<file path="config.mk">
export PLATFORM = sky130hd
export DESIGN_NAME = uart_rx_handshake
export DESIGN_NICKNAME = d
export VERILOG_FILES = /design/src/rtl/uart_rx_handshake.sv
export SDC_FILE = /design/constraint.sdc
export NUM_CORES = 1
export LEC_CHECK = 0
export ABC_CLOCK_PERIOD_IN_PS = 2900
export CAP_MARGIN = 10
export CORE_MARGIN = 2
export CORE_UTILIZATION = 57
export DETAILED_ROUTE_END_ITERATION = 8
export GPL_ROUTABILITY_DRIVEN = 0
export PLACE_DENSITY = 0.84
export SYNTH_ARGS = -nofsm -noshare
export SYNTH_HDL_FRONTEND = slang
export SYNTH_SLANG_ARGS = --single-unit
</file>
<file path="constraint.sdc">
create_clock -name clk -period 2.9 [get_ports clk]
set_input_delay 0.58 -clock clk [delete_from_list [all_inputs] [get_ports clk]]
set_output_delay 0.58 -clock clk [all_outputs]
set_load 0.05 [all_outputs]
</file>
<file path="src/rtl/uart_rx_handshake.sv">
// uart_rx_handshake: 8N1 UART receiver with valid/ready output register and framing/overrun flags
module uart_rx_handshake #(
  parameter int CLKS_PER_BIT = 217
) (
  input  logic       clk,
  input  logic       rst,
  input  logic       rxd,
  output logic [7:0] data_out,
  output logic       data_valid,
  input  logic       data_ready,
  output logic       framing_err,
  output logic       overrun_err,
  output logic       busy
);
  localparam int HALF_BIT = CLKS_PER_BIT / 2;
  localparam int CW = $clog2(CLKS_PER_BIT);
  typedef enum logic [2:0] {IDLE, START, DATA, STOP, BREAK} state_t;
  state_t        state;
  logic [1:0]    sync;
  logic          rx_s;
  logic [CW-1:0] cnt;
  logic [2:0]    bit_idx;
  logic [7:0]    shift;
  logic          deliver;
  logic          bit_end;
  logic          half_end;
  assign rx_s     = sync[1];
  assign bit_end  = cnt == CW'(CLKS_PER_BIT - 1);
  assign half_end = cnt == CW'(HALF_BIT - 1);
  always_ff @(posedge clk or posedge rst)
    if (rst) sync <= 2'b11;
    else     sync <= {sync[0], rxd};
  always_ff @(posedge clk or posedge rst) begin
    if (rst) begin
      state       <= IDLE;
      cnt         <= '0;
      bit_idx     <= '0;
      shift       <= '0;
      deliver     <= 1'b0;
      framing_err <= 1'b0;
      busy        <= 1'b0;
    end else begin
      deliver     <= 1'b0;
      framing_err <= 1'b0;
      busy        <= state != IDLE;
      cnt         <= cnt + 1'b1;
      case (state)
        IDLE: begin
          cnt <= '0;
          if (!rx_s) state <= START;
        end
        START:
          if (half_end) begin
            cnt     <= '0;
            bit_idx <= '0;
            state   <= rx_s ? IDLE : DATA;
          end
        DATA:
          if (bit_end) begin
            cnt            <= '0;
            shift[bit_idx] <= rx_s;
            bit_idx        <= bit_idx + 1'b1;
            if (bit_idx == 3'd7) state <= STOP;
          end
        STOP:
          if (bit_end) begin
            cnt         <= '0;
            deliver     <= rx_s;
            framing_err <= !rx_s;
            state       <= rx_s ? IDLE : BREAK;
          end
        BREAK: begin
          cnt <= '0;
          if (rx_s) state <= IDLE;
        end
        default: state <= IDLE;
      endcase
    end
  end
  always_ff @(posedge clk or posedge rst) begin
    if (rst) begin
      data_out    <= '0;
      data_valid  <= 1'b0;
      overrun_err <= 1'b0;
    end else begin
      overrun_err <= deliver && data_valid && !data_ready;
      if (deliver && (!data_valid || data_ready)) begin
        data_out   <= shift;
        data_valid <= 1'b1;
      end else if (data_valid && data_ready) begin
        data_valid <= 1'b0;
      end
    end
  end
endmodule

</file>
== Word level (Yosys, flattened, before mapping) ==
Cells that the tools add are included.

* Bits of input ports: 4
* Word-level logic and storage cells: 70
* Flip-flop bits (word level): 37

* Add/sub/neg operators: 2
* Mux-type cells: 24
* $lt $le $gt $ge: 2
* Equality and inequality tests: 13
* Reduce and logical (&&, ||, !) cells: 18

{| class="wikitable"
|+ Operators by type and width
! operator !! number
|-
| $mux 3 || 9
|-
| $pmux 8 s3 || 1
|-
| $mux 8 || 2
|-
| $pmux 3 s5 || 1
|-
| $ne 2x2->1 const B || 6
|-
| $add 8x1->8 const B || 1
|-
| $bwmux 8 || 1
|-
| $eq 8x7->1 const B || 1
|-
| $eq 8x8->1 const B || 1
|-
| $mux 1 || 7
|-
| $eq 3x2->1 const B || 2
|-
| $eq 3x3->1 const B || 2
|-
| $pmux 3 s2 || 1
|-
| $reduce_and 6->1 || 1
|-
| $logic_and 1x1->1 || 5
|-
| $lt 3x4->1 const B || 1
|-
| $reduce_bool 2->1 || 2
|-
| $reduce_or 2->1 || 2
|-
| $add 3x1->3 const B || 1
|-
| $demux 1 s3 || 1
|-
| $eq 3x1->1 const B || 1
|-
| $ge 3x1->1 const B || 1
|-
| $logic_not 1->1 || 3
|-
| $logic_not 3->1 || 1
|-
| 5 further kinds || 5
|}

== Depth between registers and ports, before layout ==
Gate-level depths: netlist of run 1.

* Depth in word-level cells: 5
* Depth in mapped cells: 6
* Depth with buffers taken out: 6

== Worst setup path before layout of run 1 ==
OpenSTA, ideal clock, no wires.

* Path type: register to register
* Start: register cnt[0]
* End: register shift[1]
* Arrival time: 1.766 ns
* Path slack: 1.006 ns
* Cell stages (with the launch flop): 7
* Clock period less this slack: 1.894 ns
* Library setup time: 0.128 ns
* Path through: dfrtp_1 > inv_1 > ha_1 > nand4b_2 > or4b_4 > nor3_1 > mux2_1

* Cells in the longest elaborated chain, start to end: 2

{| class="wikitable"
|+ RTL lines
! what !! RTL line !! RTL
|-
| start, declared || 21 || <nowiki>logic [CW-1:0] cnt;</nowiki>
|-
| start signal, assigned || 46 || <nowiki>cnt <= cnt + 1'b1;</nowiki>
|-
| $eq 8x8->1 || 28 || <nowiki>assign bit_end = cnt == CW'(CLKS_PER_BIT - 1);</nowiki>
|-
| $reduce_and 2->1 (no line) || - ||
|-
| end signal, assigned by index || 61 || <nowiki>shift[bit_idx] <= rx_s;</nowiki>
|-
| end, declared || 23 || <nowiki>logic [7:0] shift;</nowiki>
|}

Every way passes these cells.
A chain may end at the register's enable or synchronous reset.

== Worst setup path after layout of run 1 ==
* Start: register data_out[4]
* End: output data_out[4]

{| class="wikitable"
|+ RTL lines
! what !! RTL line !! RTL
|-
| start, declared || 8 || <nowiki>output logic [7:0] data_out,</nowiki>
|-
| start signal, assigned || 88 || <nowiki>data_out <= shift;</nowiki>
|}

No word-level cell between the ends.

==> flow_summary.html, run 1 <==
<table>
<tr><th>Metric</th><th>Value</th></tr>
<tr><th colspan="2">Floorplanning</th></tr>
<tr><td>Starting Density</td><td>60.1%</td></tr>
<tr><td>Die Area</td><td>3380 sq um</td></tr>
<tr><td>Core footprint</td><td>2780 sq um</td></tr>
<tr><td>Die boundary height</td><td>58.2 um</td></tr>
<tr><td>Die extent in x</td><td>58.2 um</td></tr>
<tr><td>Number of core rows</td><td>19</td></tr>
<tr><td>Total I/O pin count</td><td>16</td></tr>
<tr><th colspan="2">Finish</th></tr>
<tr><td>Share of layout cells above drive strength 1</td><td>17.6%</td></tr>
<tr><td>Share of the core filled with cells in the final layout</td><td>68.3%</td></tr>
<tr><td>Commonest non-fill, non-tap cells in the layout</td><td>35 x sky130_fd_sc_hd__dfrtp_1, 18 x sky130_fd_sc_hd__nor2_1, 15 x sky130_fd_sc_hd__clkdlybuf4s50_1</td></tr>
<tr><td>Commonest non-fill, non-tap cell in the layout</td><td>sky130_fd_sc_hd__dfrtp_1</td></tr>
<tr><td>Diodes inserted</td><td>0</td></tr>
<tr><td>Area growth from synthesis to final layout</td><td>13.6%</td></tr>
<tr><td>Finished Layout Cells</td><td>190</td></tr>
<tr><td>Post-layout nets</td><td>167</td></tr>
<tr><th colspan="2">Worst setup path</th></tr>
<tr><td>Cell with the largest stage delay on the worst path</td><td>sky130_fd_sc_hd__clkdlybuf4s50_1</td></tr>
<tr><td>Crit path launch type</td><td>register</td></tr>
<tr><td>Number of buffer and inverter stages on the critical path</td><td>1</td></tr>
<tr><td>Total number of cells along the worst setup path</td><td>1</td></tr>
<tr><td>Critical Path Sink Type</td><td>output port</td></tr>
<tr><td>Crit-path max FO</td><td>2</td></tr>
<tr><td>Critical path class</td><td>reg -&gt; out</td></tr>
<tr><td>Top delay family on crit path</td><td>buffers and inverters</td></tr>
<tr><td>Data arrival at the endpoint of the critical path</td><td>1520 ps</td></tr>
<tr><td>Data required, critical path</td><td>2320 ps</td></tr>
<tr><td>Worst reg-to-reg path cell count</td><td>6</td></tr>
<tr><td>Critical path's largest stage delay</td><td>810 ps</td></tr>
<tr><td>Worst-path cell chain</td><td>clkdlybuf4s50_1</td></tr>
<tr><th colspan="2">Clocking</th></tr>
<tr><td>Clock transition at the registers of the reported paths</td><td>100 ps</td></tr>
<tr><td>CTS Hold Bufs</td><td>0</td></tr>
<tr><td>Number of buffers inserted during clock tree synthesis</td><td>5</td></tr>
<tr><td># resized after CTS</td><td>0</td></tr>
<tr><td>Clock Tree Buf Depth</td><td>2</td></tr>
<tr><td>Post-CTS setup buffer count</td><td>0</td></tr>
<tr><td>Clock network latency to the later pin of the worst-skew pair</td><td>340 ps</td></tr>
<tr><td>Maximum level of the CTS H-tree</td><td>2</td></tr>
<tr><td>CTS tree</td><td>built</td></tr>
<tr><td>Number of clock sinks</td><td>37</td></tr>
<tr><td>Buffer cell driving the clock tree root</td><td>sky130_fd_sc_hd__clkbuf_4</td></tr>
<tr><th colspan="2">Synthesis</th></tr>
<tr><td>Top flip-flop cell by instance count after synthesis</td><td>sky130_fd_sc_hd__dfrtp_1</td></tr>
<tr><td>Number of cells produced by synthesis</td><td>140</td></tr>
<tr><td>FFs w/ async S/R, synth</td><td>100%</td></tr>
<tr><td>Syn avg cell area</td><td>11.9 sq um</td></tr>
<tr><td>Sequential fraction of the synthesis area</td><td>55.5%</td></tr>
<tr><td>Flip-flop and latch count after synthesis</td><td>37</td></tr>
<tr><td>Cell variety after synth</td><td>32</td></tr>
<tr><td>Total standard cell area after synthesis</td><td>1670 sq um</td></tr>
<tr><td>Synthesized Nets</td><td>148</td></tr>
<tr><td>EDFF count, synth</td><td>0</td></tr>
<tr><td>Synth Warn #</td><td>0</td></tr>
<tr><th colspan="2">Power and ir drop</th></tr>
<tr><td>Cell Int Power</td><td>638 uW</td></tr>
<tr><td>Power share of the clock group</td><td>33.4%</td></tr>
<tr><td>Combinational power share</td><td>1.9%</td></tr>
<tr><td>Power share of the sequential group</td><td>64.7%</td></tr>
<tr><td>Power density of the placed cells</td><td>424 nW/um^2</td></tr>
<tr><td>Fraction of power spent switching nets</td><td>20.8%</td></tr>
<tr><td>Worst vdd ir</td><td>0.331 mV</td></tr>
<tr><td>Static leakage power</td><td>0.890 nW</td></tr>
<tr><td>Net load switching power</td><td>168 uW</td></tr>
<tr><th colspan="2">Status</th></tr>
<tr><td>Status</td><td>finished clean</td></tr>
<tr><th colspan="2">Place</th></tr>
<tr><td>Quantity of I/O buffers inserted on ports</td><td>15</td></tr>
<tr><td>Detailed placer's ending HPWL</td><td>2000 um</td></tr>
<tr><td>Placed insts</td><td>183</td></tr>
<tr><th colspan="2">Global route</th></tr>
<tr><td>Vias in the first global route</td><td>1,082</td></tr>
<tr><td>Global-route wire length before repair</td><td>4730 um</td></tr>
<tr><td>Pin count of the biggest net entering global routing</td><td>38</td></tr>
<tr><td>Antenna violations before repair</td><td>0</td></tr>
<tr><td>GR Util All Layers</td><td>18.7%</td></tr>
<tr><td>GR Overflow Total</td><td>0</td></tr>
<tr><th colspan="2">Route</th></tr>
<tr><td>Total DRC errors in the routed layout</td><td>0</td></tr>
<tr><td>Total via count in the routed design</td><td>1,083</td></tr>
<tr><td>Detail-routed net length per standard cell</td><td>14.5 um</td></tr>
<tr><td>Detailed Route WL</td><td>2760 um</td></tr>
<tr><td>Length of the first detailed-routing pass in iterations</td><td>4</td></tr>
<tr><td>Mean number of vias per cell</td><td>5.70</td></tr>
<tr><td>Post-detailed-route count of antenna-violating nets</td><td>0</td></tr>
<tr><td>Initial DRC count</td><td>19</td></tr>
<tr><th colspan="2">Timing</th></tr>
<tr><td>Post-Route Setup TNS</td><td>0 ps</td></tr>
<tr><td>RSZ-0062 raised after global routing</td><td>no</td></tr>
<tr><td>Post-Route Skew</td><td>7.72 ps</td></tr>
<tr><td>Max-slew headroom</td><td>65.8%</td></tr>
<tr><td>Final worst path period need</td><td>2100 ps</td></tr>
<tr><td>Final setup violation count</td><td>0</td></tr>
<tr><td>Highest clock frequency the design can meet</td><td>0.477 GHz</td></tr>
<tr><td>Slew Limit Fails</td><td>0</td></tr>
<tr><td>Part of the cycle the worst path needs</td><td>72.3%</td></tr>
<tr><td>Endpoints failing hold</td><td>0</td></tr>
<tr><td>Tightest Pin Transition</td><td>508 ps</td></tr>
<tr><th colspan="2">Hold path</th></tr>
<tr><td>Number of cells traversed by the worst hold path</td><td>0</td></tr>
<tr><td>Type of the most critical hold path</td><td>reg -&gt; reg</td></tr>
<tr><th colspan="2">Flow run</th></tr>
<tr><td>Reported max-cap violation count</td><td>0</td></tr>
</table>
==> cell type report <==
class / count / area (sq um)
flip-flops and latches: 37 / 928
inverters: 9 / 33.8
well taps: 31 / 38.8
repair buffers: 16 / 158
fillers: 203 / 881
multi-input cells: 90 / 687
clock buffers: 7 / 55.1
==> synth_stat cells, types with 2 or more instances <==
master,number,share of area [%]
sky130_fd_sc_hd__nor3_1,6,1.8
sky130_fd_sc_hd__dfstp_2,2,3.1
sky130_fd_sc_hd__o21ai_0,2,0.60
sky130_fd_sc_hd__dfrtp_1,35,52
sky130_fd_sc_hd__a21oi_1,3,0.90
sky130_fd_sc_hd__mux2_1,4,2.7
sky130_fd_sc_hd__nand3_1,7,2.1
sky130_fd_sc_hd__nor3b_1,2,0.90
sky130_fd_sc_hd__clkbuf_1,2,0.45
sky130_fd_sc_hd__xnor2_1,4,2.1
sky130_fd_sc_hd__xor2_1,2,1.0
sky130_fd_sc_hd__nor2_1,18,4.0
sky130_fd_sc_hd__or3_1,2,0.75
sky130_fd_sc_hd__mux2i_1,2,1.2
sky130_fd_sc_hd__nand2_1,8,1.8
sky130_fd_sc_hd__ha_1,4,3.0
sky130_fd_sc_hd__inv_1,9,2.0
sky130_fd_sc_hd__mux2_2,13,8.8
sky130_fd_sc_hd__nand4b_1,2,1.0
==> power by group through the flow <==
stage          combinational [mW]  sequential (mW)  clock (mW)
2_1_floorplan             0.00989            0.529           0
4_1_cts                    0.0161            0.521       0.277
6_report                   0.0153            0.521       0.269
3_3_place_gp               0.0155            0.531           0
5_1_grt                    0.0181            0.521       0.298
3_5_place_dp               0.0161            0.531           0
==> routing by layer <==
| layer | share of wire, % | vias up | track usage [%] |
|---|---|---|---|
| met5 | 0 | - | 0 |
| li1 | - | 518 | - |
| met1 | 41 | 533 | 22.3 |
| met3 | 3.9 | 9 | 4.02 |
| met4 | 2.9 | 0 | 9.97 |
| met2 | 52 | 23 | 31.5 |
==> cells by family after synthesis <==
kind of cell	Yosys count	synth area share [%]
adder cells (fa/ha/maj)	4	2.99
multiplexers	19	12.6
buffers and inverters	13	3.44
AND/OR/NAND/NOR	53	18.8
flip-flops	37	55.5
XOR/XNOR	6	3.14
AO/OA/AOI/OAI	8	3.44
==> through the flow <==
stage | setup slack, ps | total power [mW] | instance area, sq um | hold slack [ps]
finish | 802 | 0.805 | 1900 | 365
global route | 727 | 0.837 | 1900 | 370
CTS | 782 | 0.814 | 1900 | 365
detailed placement | 874 | 0.547 | 1850 | 349
global placement | 936 | 0.546 | 1850 | 346
floorplan | 1010 | 0.539 | 1670 | 345
==> worst paths after layout <==
kind / startpoint / slack, ps / endpoint
hold reg to reg: sync[0] / 370 / sync[1]
hold / removal: sync[0] / 370 / sync[1]
min in group asynchronous: rst / 640 / data_valid
setup reg to reg: cnt[0] / 840 / shift[3]
max in group asynchronous: rst / 1910 / sync[1]
setup / recovery: data_out[4] / 800 / data_out[4]
==> state kept, by name, summed over array words and instances (netlist names), 2 cells and up <==
signal / count
cnt: 8
state: 3
data_out: 8
bit_idx: 3
sync: 2
shift: 8
No activity file was read; power rests on OpenSTA's default activity.
==> run 2: changes to the inputs <==
==> config.mk (replaced) <==
export PLATFORM = sky130hd
export DESIGN_NAME = uart_rx_handshake
export DESIGN_NICKNAME = d
export VERILOG_FILES = /design/src/rtl/uart_rx_handshake.sv
export SDC_FILE = /design/constraint.sdc
export NUM_CORES = 1
export LEC_CHECK = 0
export ABC_CLOCK_PERIOD_IN_PS = 2100
export CAP_MARGIN = 10
export CORE_MARGIN = 2
export CORE_UTILIZATION = 55
export DETAILED_ROUTE_END_ITERATION = 8
export GPL_ROUTABILITY_DRIVEN = 0
export PLACE_DENSITY = 0.82
export SYNTH_ARGS = -nofsm -noshare
export SYNTH_HDL_FRONTEND = slang
export SYNTH_SLANG_ARGS = --single-unit
==> constraint.sdc (replaced) <==
create_clock -name clk -period 2.1 [get_ports clk]
set_input_delay 0.42 -clock clk [delete_from_list [all_inputs] [get_ports clk]]
set_output_delay 0.42 -clock clk [all_outputs]
set_load 0.05 [all_outputs]
==> run 2 against run 1 <==
Non-clock buffer count rose by 3; worst hold slack about the same; clock power rose by 83%; critical path depth grew 5; wire length grew 4.0%; largest cell class unchanged; largest power group unchanged.
==> flow_summary.html, run 2 (same netlist as run 1, synthesis figures left out) <==
<table>
<tr><th>Metric</th><th>Value</th></tr>
<tr><th colspan="2">Status</th></tr>
<tr><td>Status</td><td>finished clean</td></tr>
<tr><th colspan="2">Timing</th></tr>
<tr><td>Worst Setup Slack, final</td><td>111 ps (-691 ps)</td></tr>
<tr><td>Post-Route Setup TNS</td><td>0 ps (unchanged)</td></tr>
<tr><td>Final worst path period need</td><td>1990 ps</td></tr>
<tr><td>Part of the cycle the worst path needs</td><td>94.7%</td></tr>
<tr><td>Endpoints failing hold</td><td>0 (unchanged)</td></tr>
<tr><td>RSZ-0062 raised after global routing</td><td>yes</td></tr>
<tr><td>Highest clock frequency the design can meet</td><td>0.503 GHz</td></tr>
<tr><td>Post-Route Skew</td><td>10.9 ps (+3.20 ps)</td></tr>
<tr><td>Worst Hold Slack</td><td>366 ps (+0.356 ps)</td></tr>
<tr><td>Final setup violation count</td><td>0 (unchanged)</td></tr>
<tr><td>Slew Limit Fails</td><td>0 (unchanged)</td></tr>
<tr><td>Max-slew headroom</td><td>63.7% (-2.1 points)</td></tr>
<tr><td>Tightest Pin Transition</td><td>539 ps (+30.8 ps)</td></tr>
<tr><th colspan="2">Clocking</th></tr>
<tr><td>Clock network latency to the later pin of the worst-skew pair</td><td>350 ps (about the same)</td></tr>
<tr><td>Clock transition at the registers of the reported paths</td><td>120 ps (+20 ps)</td></tr>
<tr><td>Number of buffers inserted during clock tree synthesis</td><td>5 (unchanged)</td></tr>
<tr><td>Buffer cell driving the clock tree root</td><td>sky130_fd_sc_hd__clkbuf_4</td></tr>
<tr><td>CTS tree</td><td>built</td></tr>
<tr><td>CTS Hold Bufs</td><td>0 (unchanged)</td></tr>
<tr><td>Maximum level of the CTS H-tree</td><td>2 (unchanged)</td></tr>
<tr><td>Post-CTS setup buffer count</td><td>0 (unchanged)</td></tr>
<tr><td>Number of clock sinks</td><td>37 (unchanged)</td></tr>
<tr><td>Clock Tree Buf Depth</td><td>2 (unchanged)</td></tr>
<tr><th colspan="2">Finish</th></tr>
<tr><td>Area growth from synthesis to final layout</td><td>18.1%</td></tr>
<tr><td>Area taken by flip-flops and latches</td><td>930 sq um (+0.13%)</td></tr>
<tr><td>Share of layout cells above drive strength 1</td><td>20.9% (+3.2 points)</td></tr>
<tr><td>Regs by FF count</td><td>cnt x8, data_out x8, shift x8</td></tr>
<tr><td>Filler Cell Count</td><td>239 (+18%)</td></tr>
<tr><td>Combined area of the multi-input logic cells</td><td>707 sq um (+2.9%)</td></tr>
<tr><td>Commonest non-fill, non-tap cells in the layout</td><td>34 x sky130_fd_sc_hd__dfrtp_1, 18 x sky130_fd_sc_hd__nor2_1, 15 x sky130_fd_sc_hd__clkdlybuf4s50_1</td></tr>
<tr><td>Post-layout nets</td><td>170 (+1.8%)</td></tr>
<tr><td>Diodes inserted</td><td>0 (unchanged)</td></tr>
<tr><td>Final instance area</td><td>1980 sq um (+3.9%)</td></tr>
<tr><td>Finished Layout Cells</td><td>196 (+3.2%)</td></tr>
<tr><td>Commonest non-fill, non-tap cell in the layout</td><td>sky130_fd_sc_hd__dfrtp_1</td></tr>
<tr><td>Share of the core filled with cells in the final layout</td><td>66.3% (-2.0 points)</td></tr>
<tr><th colspan="2">Worst setup path</th></tr>
<tr><td>Crit path launch type</td><td>register</td></tr>
<tr><td>Critical path class</td><td>reg -&gt; reg</td></tr>
<tr><td>Data arrival at the endpoint of the critical path</td><td>2230 ps (+710 ps)</td></tr>
<tr><td>Critical Path Sink Type</td><td>register</td></tr>
<tr><td>Worst reg-to-reg path cell count</td><td>6 (unchanged)</td></tr>
<tr><td>Crit-path max FO</td><td>5 (+3)</td></tr>
<tr><td>Data required, critical path</td><td>2340 ps (+20 ps)</td></tr>
<tr><th colspan="2">Global route</th></tr>
<tr><td>GR Overflow Total</td><td>0 (unchanged)</td></tr>
<tr><td>Antenna violations before repair</td><td>0 (unchanged)</td></tr>
<tr><td>Pin count of the biggest net entering global routing</td><td>38 (unchanged)</td></tr>
<tr><td>GR Util All Layers</td><td>19.4% (+0.70 points)</td></tr>
<tr><td>Vias in the first global route</td><td>1,090 (+0.74%)</td></tr>
<tr><td>Global-route wire length before repair</td><td>4910 um (+3.6%)</td></tr>
<tr><th colspan="2">Route</th></tr>
<tr><td>Wire length on met3</td><td>111 um (+3.7%)</td></tr>
<tr><td>Post-detailed-route count of antenna-violating nets</td><td>0 (unchanged)</td></tr>
<tr><td>Total DRC errors in the routed layout</td><td>0 (unchanged)</td></tr>
<tr><td>Met2 wirelength from detailed routing</td><td>1470 um (+2.4%)</td></tr>
<tr><td>M1 wire length</td><td>1250 um (+9.5%)</td></tr>
<tr><td>Length of the first detailed-routing pass in iterations</td><td>4 (unchanged)</td></tr>
<tr><td>Mean number of vias per cell</td><td>5.48 (-3.9%)</td></tr>
<tr><td>Total via count in the routed design</td><td>1,074 (-0.83%)</td></tr>
<tr><td>Detail-routed net length per standard cell</td><td>14.6 um (+0.77%)</td></tr>
<tr><td>Top routing layer used</td><td>met4</td></tr>
<tr><td>Initial DRC count</td><td>27 (+8)</td></tr>
<tr><td>Detailed Route WL</td><td>2870 um (+4.0%)</td></tr>
<tr><th colspan="2">Place</th></tr>
<tr><td>Placed insts</td><td>188 (+2.7%)</td></tr>
<tr><td>Quantity of I/O buffers inserted on ports</td><td>15 (unchanged)</td></tr>
<tr><td>Detailed placer's ending HPWL</td><td>2070 um (+3.4%)</td></tr>
<tr><td>Placement Cell Area</td><td>1870 sq um (+1.4%)</td></tr>
<tr><td>Worst Setup Slack post-DPL</td><td>120 ps (-754 ps)</td></tr>
<tr><th colspan="2">Floorplanning</th></tr>
<tr><td>Starting Density</td><td>56.2% (-4.0 points)</td></tr>
<tr><td>Number of core rows</td><td>20 (+1)</td></tr>
<tr><td>Die extent in x</td><td>59.2 um (+1.7%)</td></tr>
<tr><td>Die boundary height</td><td>59.2 um (+1.7%)</td></tr>
<tr><td>Die Area</td><td>3500 sq um (+3.4%)</td></tr>
<tr><td>Core footprint</td><td>2980 sq um (+7.1%)</td></tr>
<tr><td>Total I/O pin count</td><td>16 (unchanged)</td></tr>
<tr><th colspan="2">Power and ir drop</th></tr>
<tr><td>Power density of the placed cells</td><td>624 nW/um^2 (+47%)</td></tr>
<tr><td>Worst vdd ir</td><td>0.475 mV (+43%)</td></tr>
<tr><td>Static leakage power</td><td>0.913 nW (+2.5%)</td></tr>
<tr><td>Total power</td><td>1.23 mW (+53%)</td></tr>
<tr><th colspan="2">Flow run</th></tr>
<tr><td>Reported max-cap violation count</td><td>0 (unchanged)</td></tr>
<tr><th colspan="2">Hold path</th></tr>
<tr><td>Type of the most critical hold path</td><td>reg -&gt; reg</td></tr>
<tr><td>Number of cells traversed by the worst hold path</td><td>0 (unchanged)</td></tr>
</table>
[run 2: changes by cell type in the layout (fill, tap and decap cells not counted)]
cell	change
sky130_fd_sc_hd__buf_4	+3
sky130_fd_sc_hd__bufinv_16	+1
sky130_fd_sc_hd__clkbuf_1	-1
sky130_fd_sc_hd__clkbuf_8	-1
sky130_fd_sc_hd__clkinv_4	+1
sky130_fd_sc_hd__clkinvlp_4	+1
sky130_fd_sc_hd__dfrtp_1	-1
sky130_fd_sc_hd__dfrtp_2	+1
sky130_fd_sc_hd__nor4b_2	-1
sky130_fd_sc_hd__nor4b_4	+1
sky130_fd_sc_hd__o32ai_2	-1
sky130_fd_sc_hd__o32ai_4	+1
[run 2: per-layer routing]
| metal | up-vias | global-route usage [%] |
|---|---|---|
| met5 | - | 0 |
| met4 | 0 | 8.44 |
| met3 | 4 | 6.11 |
| met2 | 22 | 30.3 |
| met1 | 522 | 24.7 |
| li1 | 526 | - |
[run 2: worst paths after layout]
| path | startpoint | end | slack (ps) |
|---|---|---|---|
| worst max-delay path | cnt[0] | shift[7] | 110 |
| worst min-delay path | sync[0] | sync[1] | 370 |
| max in group asynchronous | rst | sync[1] | 1280 |
| worst max register to register | cnt[0] | shift[7] | 110 |
| worst min register to register | sync[0] | sync[1] | 370 |
| min in group asynchronous | rst | busy | 470 |
[run 2: power by group]
part	switching (mW)	leakage (nW)	internal (mW)
Clock	0.241	0.0414	0.252
Combinational	0.0142	0.383	0.00697
Sequential	0.00328	0.488	0.716
[run 2: layout make-up]
cell class	count	share of cell area (%)
Tap cell	33	2.09
Timing Repair Buffer	19	9.12
Sequential cell	37	47.1
Clock buffer	5	1.90
Inverter	9	1.71
Clock inverter	3	2.34
Multi-Input combinational cell	90	35.8
[run 2: critical path, cell delays in order, from the launching register on]
cell,delay [ps]
sky130_fd_sc_hd__dfrtp_1,430
sky130_fd_sc_hd__inv_1,80
sky130_fd_sc_hd__ha_1,160
sky130_fd_sc_hd__nand4b_2,140
sky130_fd_sc_hd__or4b_4,530
sky130_fd_sc_hd__nor3_1,200
sky130_fd_sc_hd__mux2_1,350
[run 2: repair_timing]
| action | 4_1_cts | 5_1_grt |
|---|---|---|
| endpoints found under the setup margin | 0 | 6 |
| endpoints found under the hold margin | 0 | 0 |
| resized for setup | 0 | 3 |
